[src/rtl/serial_comp_ctrl_if.sv]
// Bundles the upstream/downstream handshakes and the complementer engine hookup.
// slave = sequencer side, master = environment (producer, consumer and engine).
interface serial_comp_ctrl_if #(
    parameter int unsigned W = 4
);
    logic [W-1:0] in_data;
    logic         in_valid;
    logic         in_ready;
    logic         comp_rst_n;
    logic         comp_load;
    logic [W-1:0] comp_num;
    logic [W-1:0] comp_result;
    logic [W-1:0] out_data;
    logic         out_valid;
    logic         out_ready;
    logic         busy;

    modport slave (
        input  in_data, in_valid, comp_result, out_ready,
        output in_ready, comp_rst_n, comp_load, comp_num, out_data, out_valid, busy
    );

    modport master (
        output in_data, in_valid, comp_result, out_ready,
        input  in_ready, comp_rst_n, comp_load, comp_num, out_data, out_valid, busy
    );
endinterface

[src/rtl/serial_comp_ctrl.sv]
// Sequencer for the bit-serial 2's complementer: clear, load, W shifts, capture,
// then hold the result until the consumer takes it. One word in flight.
module serial_comp_ctrl #(
    parameter int unsigned W = 4
) (
    input  logic               clk,
    input  logic               rst,
    serial_comp_ctrl_if.slave  bus
);
    localparam int unsigned CW = $clog2(W + 1);
    localparam logic [CW-1:0] LAST = CW'(W - 1);

    typedef enum logic [2:0] {IDLE, CLEAR, LOAD, SHIFT, CAPT, HOLD} state_e;

    state_e         state_q, state_d;
    logic           in_ready_q, in_ready_d;
    logic           comp_rst_n_q, comp_rst_n_d;
    logic           comp_load_q, comp_load_d;
    logic [W-1:0]   comp_num_q, comp_num_d;
    logic [W-1:0]   out_data_q, out_data_d;
    logic           out_valid_q, out_valid_d;
    logic [CW-1:0]  cnt_q, cnt_d;

    always_ff @(posedge clk or posedge rst) begin
        if (rst) begin
            state_q      <= IDLE;
            in_ready_q   <= 1'b0;
            comp_rst_n_q <= 1'b0;
            comp_load_q  <= 1'b0;
            comp_num_q   <= '0;
            out_data_q   <= '0;
            out_valid_q  <= 1'b0;
            cnt_q        <= '0;
        end else begin
            state_q      <= state_d;
            in_ready_q   <= in_ready_d;
            comp_rst_n_q <= comp_rst_n_d;
            comp_load_q  <= comp_load_d;
            comp_num_q   <= comp_num_d;
            out_data_q   <= out_data_d;
            out_valid_q  <= out_valid_d;
            cnt_q        <= cnt_d;
        end
    end

    always_comb begin
        state_d      = state_q;
        in_ready_d   = in_ready_q;
        comp_rst_n_d = comp_rst_n_q;
        comp_load_d  = comp_load_q;
        comp_num_d   = comp_num_q;
        out_data_d   = out_data_q;
        out_valid_d  = out_valid_q;
        cnt_d        = cnt_q;
        case (state_q)
            IDLE: begin
                in_ready_d   = 1'b1;
                comp_rst_n_d = 1'b1;
                if (bus.in_valid && in_ready_q) begin
                    comp_num_d   = bus.in_data;
                    in_ready_d   = 1'b0;
                    comp_rst_n_d = 1'b0;
                    state_d      = CLEAR;
                end
            end
            // Engine carry is re-armed to 1 here for every word, not just after rst.
            CLEAR: begin
                comp_rst_n_d = 1'b1;
                comp_load_d  = 1'b1;
                state_d      = LOAD;
            end
            LOAD: begin
                comp_load_d = 1'b0;
                cnt_d       = '0;
                state_d     = SHIFT;
            end
            SHIFT: begin
                if (cnt_q == LAST) begin
                    state_d = CAPT;
                end else begin
                    cnt_d = cnt_q + CW'(1);
                end
            end
            CAPT: begin
                out_data_d  = bus.comp_result;
                out_valid_d = 1'b1;
                state_d     = HOLD;
            end
            HOLD: begin
                if (out_valid_q && bus.out_ready) begin
                    out_valid_d = 1'b0;
                    in_ready_d  = 1'b1;
                    state_d     = IDLE;
                end
            end
            default: begin
                state_d      = IDLE;
                in_ready_d   = 1'b0;
                comp_rst_n_d = 1'b1;
                comp_load_d  = 1'b0;
                out_valid_d  = 1'b0;
                cnt_d        = '0;
            end
        endcase
    end

    assign bus.in_ready   = in_ready_q;
    assign bus.comp_rst_n = comp_rst_n_q;
    assign bus.comp_load  = comp_load_q;
    assign bus.comp_num   = comp_num_q;
    assign bus.out_data   = out_data_q;
    assign bus.out_valid  = out_valid_q;
    assign bus.busy       = (state_q != IDLE);
endmodule

[src/flat_wrapper.sv]
// flat-port wrapper written by rule: the top's interface ports become plain ports
module serial_comp_ctrl_flat 
#(
    parameter int unsigned W = 4
)
  (clk, rst, bus_in_data, bus_in_valid, bus_comp_result, bus_out_ready, bus_in_ready, bus_comp_rst_n, bus_comp_load, bus_comp_num, bus_out_data, bus_out_valid, bus_busy);
  serial_comp_ctrl_if #(.W(W)) bus_i ();
  input  logic clk;
  input  logic rst;
  input wire logic [$bits(bus_i.in_data)-1:0] bus_in_data;
  input wire logic [$bits(bus_i.in_valid)-1:0] bus_in_valid;
  input wire logic [$bits(bus_i.comp_result)-1:0] bus_comp_result;
  input wire logic [$bits(bus_i.out_ready)-1:0] bus_out_ready;
  output wire logic [$bits(bus_i.in_ready)-1:0] bus_in_ready;
  output wire logic [$bits(bus_i.comp_rst_n)-1:0] bus_comp_rst_n;
  output wire logic [$bits(bus_i.comp_load)-1:0] bus_comp_load;
  output wire logic [$bits(bus_i.comp_num)-1:0] bus_comp_num;
  output wire logic [$bits(bus_i.out_data)-1:0] bus_out_data;
  output wire logic [$bits(bus_i.out_valid)-1:0] bus_out_valid;
  output wire logic [$bits(bus_i.busy)-1:0] bus_busy;
  assign bus_i.in_data = bus_in_data;
  assign bus_i.in_valid = bus_in_valid;
  assign bus_i.comp_result = bus_comp_result;
  assign bus_i.out_ready = bus_out_ready;
  assign bus_in_ready = bus_i.in_ready;
  assign bus_comp_rst_n = bus_i.comp_rst_n;
  assign bus_comp_load = bus_i.comp_load;
  assign bus_comp_num = bus_i.comp_num;
  assign bus_out_data = bus_i.out_data;
  assign bus_out_valid = bus_i.out_valid;
  assign bus_busy = bus_i.busy;
  serial_comp_ctrl #(.W(W)) u_core (.clk(clk), .rst(rst), .bus(bus_i));
endmodule
[config.mk]
export PLATFORM = sky130hd
export DESIGN_NAME = serial_comp_ctrl_flat
export DESIGN_NICKNAME = d
export VERILOG_FILES = /design/src/rtl/serial_comp_ctrl_if.sv /design/src/rtl/serial_comp_ctrl.sv /design/src/flat_wrapper.sv
export SDC_FILE = /design/constraint.sdc
export NUM_CORES = 1
export LEC_CHECK = 0
export CAP_MARGIN = 10
export CORE_UTILIZATION = 46
export CTS_CLUSTER_SIZE = 10
export DETAILED_ROUTE_END_ITERATION = 16
export MAX_ROUTING_LAYER = met4
export PLACE_DENSITY = 0.86
export SLEW_MARGIN = 5
export SYNTH_ARGS = -nofsm -noshare
export SYNTH_HDL_FRONTEND = slang
export SYNTH_SLANG_ARGS = --single-unit
[constraint.sdc]
create_clock -name clk -period 1.8 [get_ports clk]
set_clock_uncertainty 0.1 [all_clocks]
set_input_delay 0.36 -clock clk [delete_from_list [all_inputs] [get_ports clk]]
set_output_delay 0.36 -clock clk [all_outputs]
set_load 0.005 [all_outputs]
==> Word-level counts from Yosys, hierarchy flattened <==
Index checks and enable logic that the tools add are counted.
{ "op_classes": {"add_sub_neg": 1, "eq_ne": 10, "mux": 13, "n_bitwise": 3, "n_reduce_logical": 14} }
{ "ops": {"columns": ["operator", "count"], "rows": [
  ["4-bit OR reduction", 5],
  ["3-bit case mux with 6 select lines", 1],
  ["3-bit two-way mux", 4],
  ["3-bit by 2-bit == test with 1-bit output, second input constant", 3],
  ["2-bit AND reduction", 4],
  ["3-bit == test, second input constant", 2],
  ["2-bit by 1-bit inequality test with 1-bit output, second input constant", 3],
  ["1-bit case mux with 3 select lines", 2],
  ["3-bit case mux with 2 select lines", 1],
  ["1-bit case mux with 2 select lines", 2],
  ["3-bit by 1-bit adder with 3-bit output, second input constant", 1],
  ["3-bit by 1-bit == test with 1-bit output, second input constant", 1],
  ["3-bit zero test", 1],
  ["1-bit two-way mux", 3],
  ["1-bit NOT", 3],
  ["3-bit AND reduction", 1],
  ["3-bit nonzero test", 1],
  ["1-bit logical AND", 2],
  ["2-bit inequality test, second input constant", 1]
]} }
{ "totals": {"register_bits": 18, "inputBits": 12, "output_inout_bits": 13, "word_cells": 49} }

==> Logic depth before layout (Yosys ltp) <==
{ "logic_depth": {"word_depth": 4, "mapped_depth": 6, "depth_no_buf": 5} }

==> Worst setup path before layout <==
OpenSTA, ideal clock, no wires.
{ "synth_path": {"path_type": "register to register", "start": "register u_core.state_q[2]", "end": "register u_core.comp_num_q[0], in the netlist u_core.bus.comp_num[0]", "setup_ns": 0.125, "arrival_ns": 1.220, "required_time_ns": 1.575, "path_slack_ns": 0.355, "stages_incl_launch_ff": 6, "path_buffers": 2, "period_less_slack_ns": 1.445, "path_cell_list": "dfrtp_1 -> buf_4 -> nor2_4 -> and4_4 -> buf_6 -> mux2_4"} }
{ "synth_between": {"elab_chain_cells": 2} }
{ "synth_lines": {"columns": ["item", "line", "text"], "rows": [
  ["start: declaration", "serial_comp_ctrl.sv:15", "state_e state_q, state_d;"],
  ["start signal: assignment", "serial_comp_ctrl.sv:35", "state_q <= state_d;"],
  ["3-bit zero test", "serial_comp_ctrl.sv:55", "case (state_q)"],
  ["2-bit AND reduction (no line)", null, null],
  ["end signal: assignment", "serial_comp_ctrl.sv:39", "comp_num_q <= comp_num_d;"],
  ["end: declaration", "serial_comp_ctrl.sv:19", "logic [W-1:0] comp_num_q, comp_num_d;"]
]} }
Every way passes these cells.
A chain may end at the register's enable or synchronous reset.

==> Final worst setup path <==
{ "layout_path": {"start": "register u_core.in_ready_q, in the netlist u_core.bus.in_ready", "end": "output port bus_in_ready"} }
{ "layout_lines": {"columns": ["item", "line", "text"], "rows": [
  ["start: declaration", "serial_comp_ctrl.sv:16", "logic in_ready_q, in_ready_d;"],
  ["start signal: assignment", "serial_comp_ctrl.sv:36", "in_ready_q <= in_ready_d;"],
  ["end: declaration", "flat_wrapper.sv:14", "output wire logic [$bits(bus_i.in_ready)-1:0] bus_in_ready;"]
]} }
No word-level cell between the ends.

==> results.tsv <==
stage	metric	value	unit
synth	synth-edff-count	0	
synth	yosysWarnings	0	
floorplan	die_w	46.7	µm
finish	drive_gt1_share	24.1	%
critical_path	crit_arrival	1.24	ns
cts	clock-sinks	18	
critical_path	cp_cell_sequence	clkdlybuf4s50_1	
floorplan	core_area	1800	µm²
cts	clkTransAtPathRegs	0.11	ns
critical_path	critPathTopFamily	buffers and inverters	
cts	htree_levels	1	
placement	dpl.cell_count	127	
finish	regArea	450	µm²
placement	io_buffers	24	
finish	diodes	0	
sta	period_share	94.7	%
synth	ys_ff_latch	18	
cts	numCtsBuffers	3	
synth	synth_area	920	µm²
finish	n_fill_cell	141	
global_route	grt_pass1_wl	2790	µm
synth	seq_area_frac_synth	49.0	%
run_status	outcome	finished, final reports clean	
route	dr.pass1.iters	4	
floorplan	fp.dieH	46.7	µm
critical_path	critPathRequiredTime	1.34	ns
global_route	grt_pass1_vias	675	
sta	slew_headroom	84.6	%
cts	clk_latency	0.30	ns
placement	hpwl	1350	µm
floorplan	ios	25	
critical_path	cp_slowest_cell	clkdlybuf4s50_1	
job	drv_cap	0	
global_route	grt_max_degree	19	
power_and_ir_drop	irDropWorstVdd	0.442	mV
critical_path	worstPathMaxFanout	6	
critical_path	ff2ff_setup_slack	0.27	ns
floorplan	rows	15	
finish	instances_no_fill	133	
synth	synthCells	77	
route	drt_wl_total	1760	µm
global_route	antenna_found_initial	0	
sta	setup_viol	0	
sta	finalHoldViolCount	0	
critical_path	worstSetupPathType	register to primary output	
synth	syn-num-nets	93	
synth	synth_cell_types	29	
critical_path	crit_path_start	u_core.bus.in_ready	
sta	period_needed	1.70	ns
critical_path	startpoint_type	register	
cts	cts-root-buf	clkbuf_4	
cts	cts_max_path_buffers	2	
finish	final_nets	125	
power_and_ir_drop	power_density	555	nW/µm²
synth	ys.flop_type	dfrtp_1	
synth	ys_async_sr_fraction	100	%
sta	worstMarginPinSlew	0.230	ns
synth	syn-mean-instance-area	11.9	µm²
floorplan	start_util	51.0	%
cts	cts_tree	built	
sta	setup_tns	0	ns
route	drt_iter0_drc	13	
route	vias_per_cell	5.29	
global_route	track_usage	19.5	%
cts	hold_buffers	0	
sta	max_freq	587	MHz
route	ant_nets	0	
sta	slew_violations	0	
sta	rsz0062_at_grt	no	
route	post_drt_wl_per_cell	13.2	µm
critical_path	critical_path_buf_inv_count	1	
critical_path	reg2reg_depth	4	
floorplan	fp.dieArea	2180	µm²
power_and_ir_drop	p_leak	0.568	nW
critical_path	reg2reg_to	u_core.bus.comp_num[1]	
route	post-route-drc-count	0	
placement	gp_congestion	0.804	
min_path	hp-class	primary input to async pin	
critical_path	r2r-start	u_core.state_q[0]	
critical_path	crit_path_end_kind	primary output	
finish	multi_input_area	394	µm²
finish	syn_to_final_growth	35.0	%
critical_path	slowest_delay	0.53	ns
global_route	grt_overflow	0	
route	via_count	704	
## flip-flops by register name, indices dropped and copies added (netlist names)
register / flops
u_core.bus.comp_load: 1
u_core.bus.comp_num: 4
u_core.bus.comp_rst_n: 1
u_core.bus.in_ready: 1
u_core.bus.out_data: 4
u_core.bus.out_valid: 1
u_core.cnt_q: 3
u_core.state_q: 3
## routing by layer
metal	track usage [%]	part of all wire (%)
met1	20.5	39
met4	5.14	0.57
met2	34.7	55
met5	-	0
met3	6.27	5.0
## cell type report
type,instances,area share (%)
clock buffers,4,2.92
flip-flops and latches,18,36.3
multi-input cells,46,31.8
inverters,9,2.72
repair buffers,31,23.8
well taps,25,2.52
## what timing repair did
action                     CTS  global route
gates resized for setup      1             1
setup endpoints to repair    1             1
setup buffers                2             0
## cells in the final DEF, fill, tap and decap left out, drive strengths merged, types with 2 or more instances in the layout
master,instances
buf,7
clkbuf,4
o2bb2ai,2
ha,4
dfrtp,18
o22ai,2
inv,9
mux2,8
nand3,2
a21oi,5
nor2,3
nand2,3
o21ai,2
clkdlybuf4s50,23
a22oi,3
## where the power goes
group,internal [W],leakage [nW],switching [W]
combinational,0.0000226,0.316,0.0000118
sequential,0.000404,0.231,0
clock,0.000123,0.0210,0.000127
total,0.000550,0.568,0.000139
## logic make-up (layout without fill, tap and decap cells)
group	after synthesis	count (layout)	synth area share [%]
mux	9	9	12.5
fa+ha+maj	4	4	5.44
compound gates	20	20	15.4
simple gates	13	13	9.53
flops	18	18	49.0
buf+inv	13	44	8.16
## Yosys cell counts, types with 2 or more instances
library cell,count,area share [%]
dfrtp_1,18,49
mux2_4,4,6.5
inv_1,8,3.3
nand2_1,3,1.2
a21oi_1,5,2.7
o2bb2ai_1,2,1.9
nor2_1,2,0.82
buf_6,3,3.7
o22ai_1,2,1.4
nand3_1,2,1.1
ha_1,4,5.4
a22oi_1,3,2.4
o21ai_0,2,1.1
mux2_2,4,4.9
## through the flow
step | worst slack [ns] | utilization (%) | cell area, µm² | hold slack (ns) | power [W]
3_3_place_gp | 0.122 | 65.9 | 1190 | 0.389 | 0.000447
4_1_cts | 0.00838 | 68.8 | 1240 | 0.267 | 0.000697
5_1_grt | 0.0356 | 68.9 | 1240 | 0.270 | 0.000720
6_report | 0.0961 | 68.9 | 1240 | 0.257 | 0.000689
2_1_floorplan | 0.355 | - | 920 | 0.199 | 0.000418
3_5_place_dp | 0.101 | 65.9 | 1190 | 0.395 | 0.000448
## worst max path at each step
stage / slack, ns / to / depth (start not counted)
floorplan: 0.36 / u_core.bus.comp_num[0] / 5
global route: 0.04 / bus_in_ready / 1
global placement: 0.12 / u_core.bus.comp_num[1] / 3
detailed placement: 0.10 / u_core.bus.comp_num[1] / 3
finish: 0.1 / bus_in_ready / 1
CTS: 0.008 / bus_busy / 3
Power figures use the tool's default switching activity.
==> RTL edit 1 (config.mk and constraints unchanged) <==
Encoding of `state_e`: now one-hot (6 bits for 6 states).
--- a/src/rtl/serial_comp_ctrl.sv
+++ b/src/rtl/serial_comp_ctrl.sv
@@ -12,3 +12,3 @@
 
-    typedef enum logic [2:0] {IDLE, CLEAR, LOAD, SHIFT, CAPT, HOLD} state_e;
+    typedef enum logic [5:0] {IDLE = 6'b000001, CLEAR = 6'b000010, LOAD = 6'b000100, SHIFT = 6'b001000, CAPT = 6'b010000, HOLD = 6'b100000} state_e;
 
Behaviour: no difference found for any inputs over 10 cycles, from zero or initial values and one cycle with rst high; not proved beyond that.
==> RTL edit 1 against the original RTL <==
The run now ends with negative setup slack left. Synthesized cell count increased by 40%. Area after synthesis increased by 25%. Count of clock-buffer cells in the layout decreased by 1. Sequential cell count increased by 3. Cell area increased by 25%. Worst setup slack got worse by 190 ps. Routed wire length increased by 56%. Critical path depth increased by 3. Critical path type unchanged.
Power is not compared: it rests on default switching activity, and its combinational part moved more than twofold at a synthesized area within 25%.
==> RTL edit 1: results (changes against the original RTL) <==
status complete, but fails checks; failing checks negative setup slack; initial DRC count 23 (+10); synth cell count leaders 20 x dfrtp_1, 9 x nand2_1, 8 x o21ai_0; number of fill cells 162 (+15%); Critical Path Start u_core.state_q[2]; first-pass GRT wire length 4330 um (+55%); syn_nets 122 (+31%); worst r2r src u_core.state_q[2]; post-synthesis adder-cell area fraction 0.0218 (-0.0326); clk slew on worst S/H paths 120 ps; leakage 0.717 nW; Pwr Density 1240 mW/mm^2; Final TNS setup -98.8 ps (-98.8 ps); global placer's final weighted congestion 0.883 (+9.8%); CP arrival 1430 ps (+190 ps); Final ANT Viol Nets 0 (unchanged); worst-path maximum fanout 3 (-3); Syn Area/Cell 10.6 sq um (-11%); Crit Reg-Reg Endpoint u_core.bus.comp_num[3]; pre-CTS setup slack -129 ps (-230 ps); drt first pass iters 4 (unchanged); placed cell area 0.00144 sq mm (+21%); Final Max Slew Viols 0 (unchanged); Nets 159 (+27%); Port Buffers 24 (unchanged); wire per inst 15.9 um (+21%); # setup viols final 2 (+2); DP HPWL 1880 um (+39%); Slew HR 0.730 (-0.116); Reg with most FFs u_core.state_q; Compound-Gate Fraction of Synth Area 0.129 (-0.0251); post-CTS setup buffers 1 (-1); vias per cell 5.67 (+7.1%); # resized after CTS 6 (+5); crit path to bus_busy; Synth cell types 36 (+24%); CTS Root Cell clkbuf_4; total track usage 0.232 (+0.0365); dominant cells by area after synthesis dfrtp_1 44%, mux2_4 5.2%, mux2_2 3.9%; Synth async-reset ratio 1.00 (unchanged); Synth area leader dfrtp_1; share of layout cells above drive strength 1 0.264 (+0.0231); ant diodes 0 (unchanged); worst-skew pair later-pin latency 310 ps; mux cell area share after synthesis 0.0916 (-0.0336); area share of xor/xnor cells in the synthesized design 0.0305 (+0.0305); vias in the first global route 1,008 (+49%); largest net degree at the start of global routing 22 (+3); R2R cell count 6 (+2); post-synthesis sequential area ratio 0.459 (-0.0307); Worst Slack Setup Final -91.3 ps (-187 ps); Reg2Reg Setup Slack -10 ps (-280 ps); Worst VDD drop 1020 uV; Routed WL 2740 um (+56%); hold slack 263 ps (+5.84 ps)
RTL edit 1: cell types whose count changed after synthesis, sizes merged, moves of 4 or more:
cell	change
nand2	+6
nor2	+5
nor3	+5
nor4b	+4
o21ai	+6
RTL edit 1: worst max-delay path, stage by stage (launching register included):
cell	delay, ps
dfrtp_1	440
nor4_4	320
and2_4	220
inv_4	40
buf_6	100
RTL edit 1: area by class of cell:
| cell class | instances | area (sq um) | share of cell area |
|---|---|---|---|
| repair buffers | 39 | 362 | 0.233 |
| flip-flops and latches | 21 | 527 | 0.340 |
| clock buffers | 3 | 22.5 | 0.0145 |
| well taps | 28 | 35.0 | 0.0226 |
| inverters | 6 | 25.0 | 0.0162 |
| multi-input cells | 74 | 573 | 0.370 |
| clock inverters | 1 | 5.00 | 0.00323 |
RTL edit 1: per-layer routing:
metal	vias to the layer above	GRT usage	wire [um]
met3	9	0.0439	129
li1	453	-	-
met4	0	0.153	70
met2	47	0.374	1400
met5	-	-	0
met1	466	0.260	1140
==> RTL edit 2 (same settings) <==
Without the edit above. `W` is set to 4 in 3 places; all go to 8.
--- a/src/rtl/serial_comp_ctrl_if.sv
+++ b/src/rtl/serial_comp_ctrl_if.sv
@@ -3,3 +3,3 @@
 interface serial_comp_ctrl_if #(
-    parameter int unsigned W = 4
+    parameter int unsigned W = 8
 );
--- a/src/rtl/serial_comp_ctrl.sv
+++ b/src/rtl/serial_comp_ctrl.sv
@@ -3,3 +3,3 @@
 module serial_comp_ctrl #(
-    parameter int unsigned W = 4
+    parameter int unsigned W = 8
 ) (
--- a/src/flat_wrapper.sv
+++ b/src/flat_wrapper.sv
@@ -3,3 +3,3 @@
 #(
-    parameter int unsigned W = 4
+    parameter int unsigned W = 8
 )
Ports: changed (resized bus_comp_num, bus_comp_result, bus_in_data and bus_out_data); port bits go from 25 to 41. No check against the original RTL was run, so the function may have changed too.
==> RTL edit 2 against the original RTL <==
Routed wire length rose by 52%. Total power grew to 2.9 times the old value. Global-route usage rose by 4.3 points. Maximum frequency fell by 0.68%. Clock power increased by 8.0%. Cell area up 36%. Area after synthesis up 27%. Sequential cell count up 9. Worst setup slack worse by 12 ps. Hold slack worse by 79 ps. Non-clock buffer count is 20 higher. Count of clock-buffer cells in the layout is 1 lower. First-iteration DRC count is 15% higher.
==> RTL edit 2: results (changes against the original RTL) <==
post-CTS setup buffers 0 (-2); synth cell count leaders 27 x dfrtp_1, 16 x mux2_2, 6 x nand3_1; initial antenna violation count 0 (unchanged); dominant cells by area after synthesis dfrtp_1 58%, mux2_2 15%, nand3_1 2.6%; fin cells 173 (+30%); TritonCTS Buffers 3 (unchanged); worst-skew pair later-pin latency 330 ps (+30 ps); CP delay by family, top buffers and inverters; vias 928 (+32%); Slew HR 0.764 (-0.0829); Net Sw Frac 0.316 (+0.114); post-synthesis sequential area ratio 0.576 (+0.0865); placed cell count 167 (+31%); CP arrival 1260 ps (+20 ps); ant diodes 0 (unchanged); # resized after CTS 3 (+2); ys flop type dfrtp_1; initial DRC count 15 (+2); H-tree Lvls 1 (unchanged); total track usage 0.238 (+0.0430); share of layout cells above drive strength 1 0.248 (+0.00754); global placer's final weighted congestion 0.876 (+9.0%); number of fill cells 165 (+17%); worst min-delay path category primary input to async pin; syn_nets 115 (+24%); Synth async-reset ratio 1.00 (unchanged); Worst VDD drop 900 uV (+100%); clk slew on worst S/H paths 150 ps (+40 ps); Synth cell types 27 (-6.9%); Routed WL 2670 um (+52%); worst-path maximum fanout 2 (-4); DP HPWL 2030 um (+50%); Max Root-Sink Buffers 2 (unchanged); Port Buffers 40 (+67%); Syn Area/Cell 12.5 sq um (+4.4%); status finished, final reports clean; first-pass GRT wire length 4440 um (+59%); slowest cell on the critical path clkdlybuf4s50_1; vias in the first global route 945 (+40%); largest net degree at the start of global routing 17 (-2); leakage 0.756 nW (+33%)
==> RTL edit 2: changes by cell type after synthesis, moves of 3 or more <==
| cell | change |
|---|---|
| mux2_2 | +12 |
| dfrtp_1 | +9 |
| inv_1 | -5 |
| a31oi_1 | +4 |
| mux2_4 | -4 |
| nand3_1 | +4 |
| a21oi_1 | -3 |
| a22oi_1 | -3 |
| buf_2 | +3 |
| buf_6 | -3 |
| ha_1 | -3 |
| nor2_1 | +3 |
==> RTL edit 2: logic make-up after synthesis <==
group           after synthesis  share of synthesized area
compound gates               14                     0.0779
simple gates                 27                      0.137
xor+xnor                      1                    0.00747
fa+ha+maj                     2                     0.0192
buf+inv                       7                     0.0288
flops                        27                      0.576
mux                          16                      0.154
==> RTL edit 2: area by class of cell <==
| cell class | instances | area [sq um] | share of cell area |
|---|---|---|---|
| well taps | 28 | 35.0 | 0.0207 |
| flip-flops and latches | 27 | 677 | 0.400 |
| repair buffers | 51 | 478 | 0.282 |
| multi-input cells | 60 | 463 | 0.273 |
| clock buffers | 3 | 22.5 | 0.0133 |
| inverters | 3 | 11.3 | 0.00665 |
| clock inverters | 1 | 7.51 | 0.00443 |
==> RTL edit 2: routing by layer <==
metal | wire length, um | vias to the layer above | track usage
li1 | - | 439 | -
met1 | 1120 | 461 | 0.289
met2 | 1400 | 22 | 0.380
met3 | 85 | 6 | 0.0377
met4 | 63 | 0 | 0.127
met5 | 0 | - | -
==> RTL edit 2: through the flow <==
stage | instance area, sq um | setup TNS, ps | util | worst slack, ps | hold WS (ps)
2_1_floorplan | 1170 | 0 | - | 306 | 313
5_1_grt | 1690 | 0 | 0.737 | 31.2 | 205
4_1_cts | 1680 | -11.1 | 0.733 | -11.1 | 182
3_5_place_dp | 1650 | -78.9 | 0.719 | -16.5 | 394
6_report | 1690 | 0 | 0.737 | 84.5 | 178
3_3_place_gp | 1650 | 0 | 0.719 | 14.0 | 381
==> RTL edit 2: worst paths after layout <==
path	startpoint	endpoint	slack [ps]	depth (start not counted)
setup / recovery	u_core.bus.comp_num[5]	bus_comp_num[5]	80	1
hold / removal	rst	u_core.bus.comp_num[4]	180	2
setup reg to reg	u_core.state_q[2]	u_core.bus.comp_num[2]	130	4
hold reg to reg	u_core.bus.out_data[7]	u_core.bus.out_data[7]	420	1
max in group asynchronous	rst	u_core.bus.in_ready	950	3
min in group clk	u_core.bus.out_data[7]	u_core.bus.out_data[7]	420	1
==> RTL edit 2: power groups by stage <==
stage                     sequential, mW  combinational [mW]  clock [mW]
after floorplan                    0.918               0.372           0
final                              0.914               0.798       0.271
after CTS                          0.917               0.781       0.281
after detailed placement           0.927               0.778           0
after global placement             0.908               0.741           0
after global routing               0.939               0.868       0.305
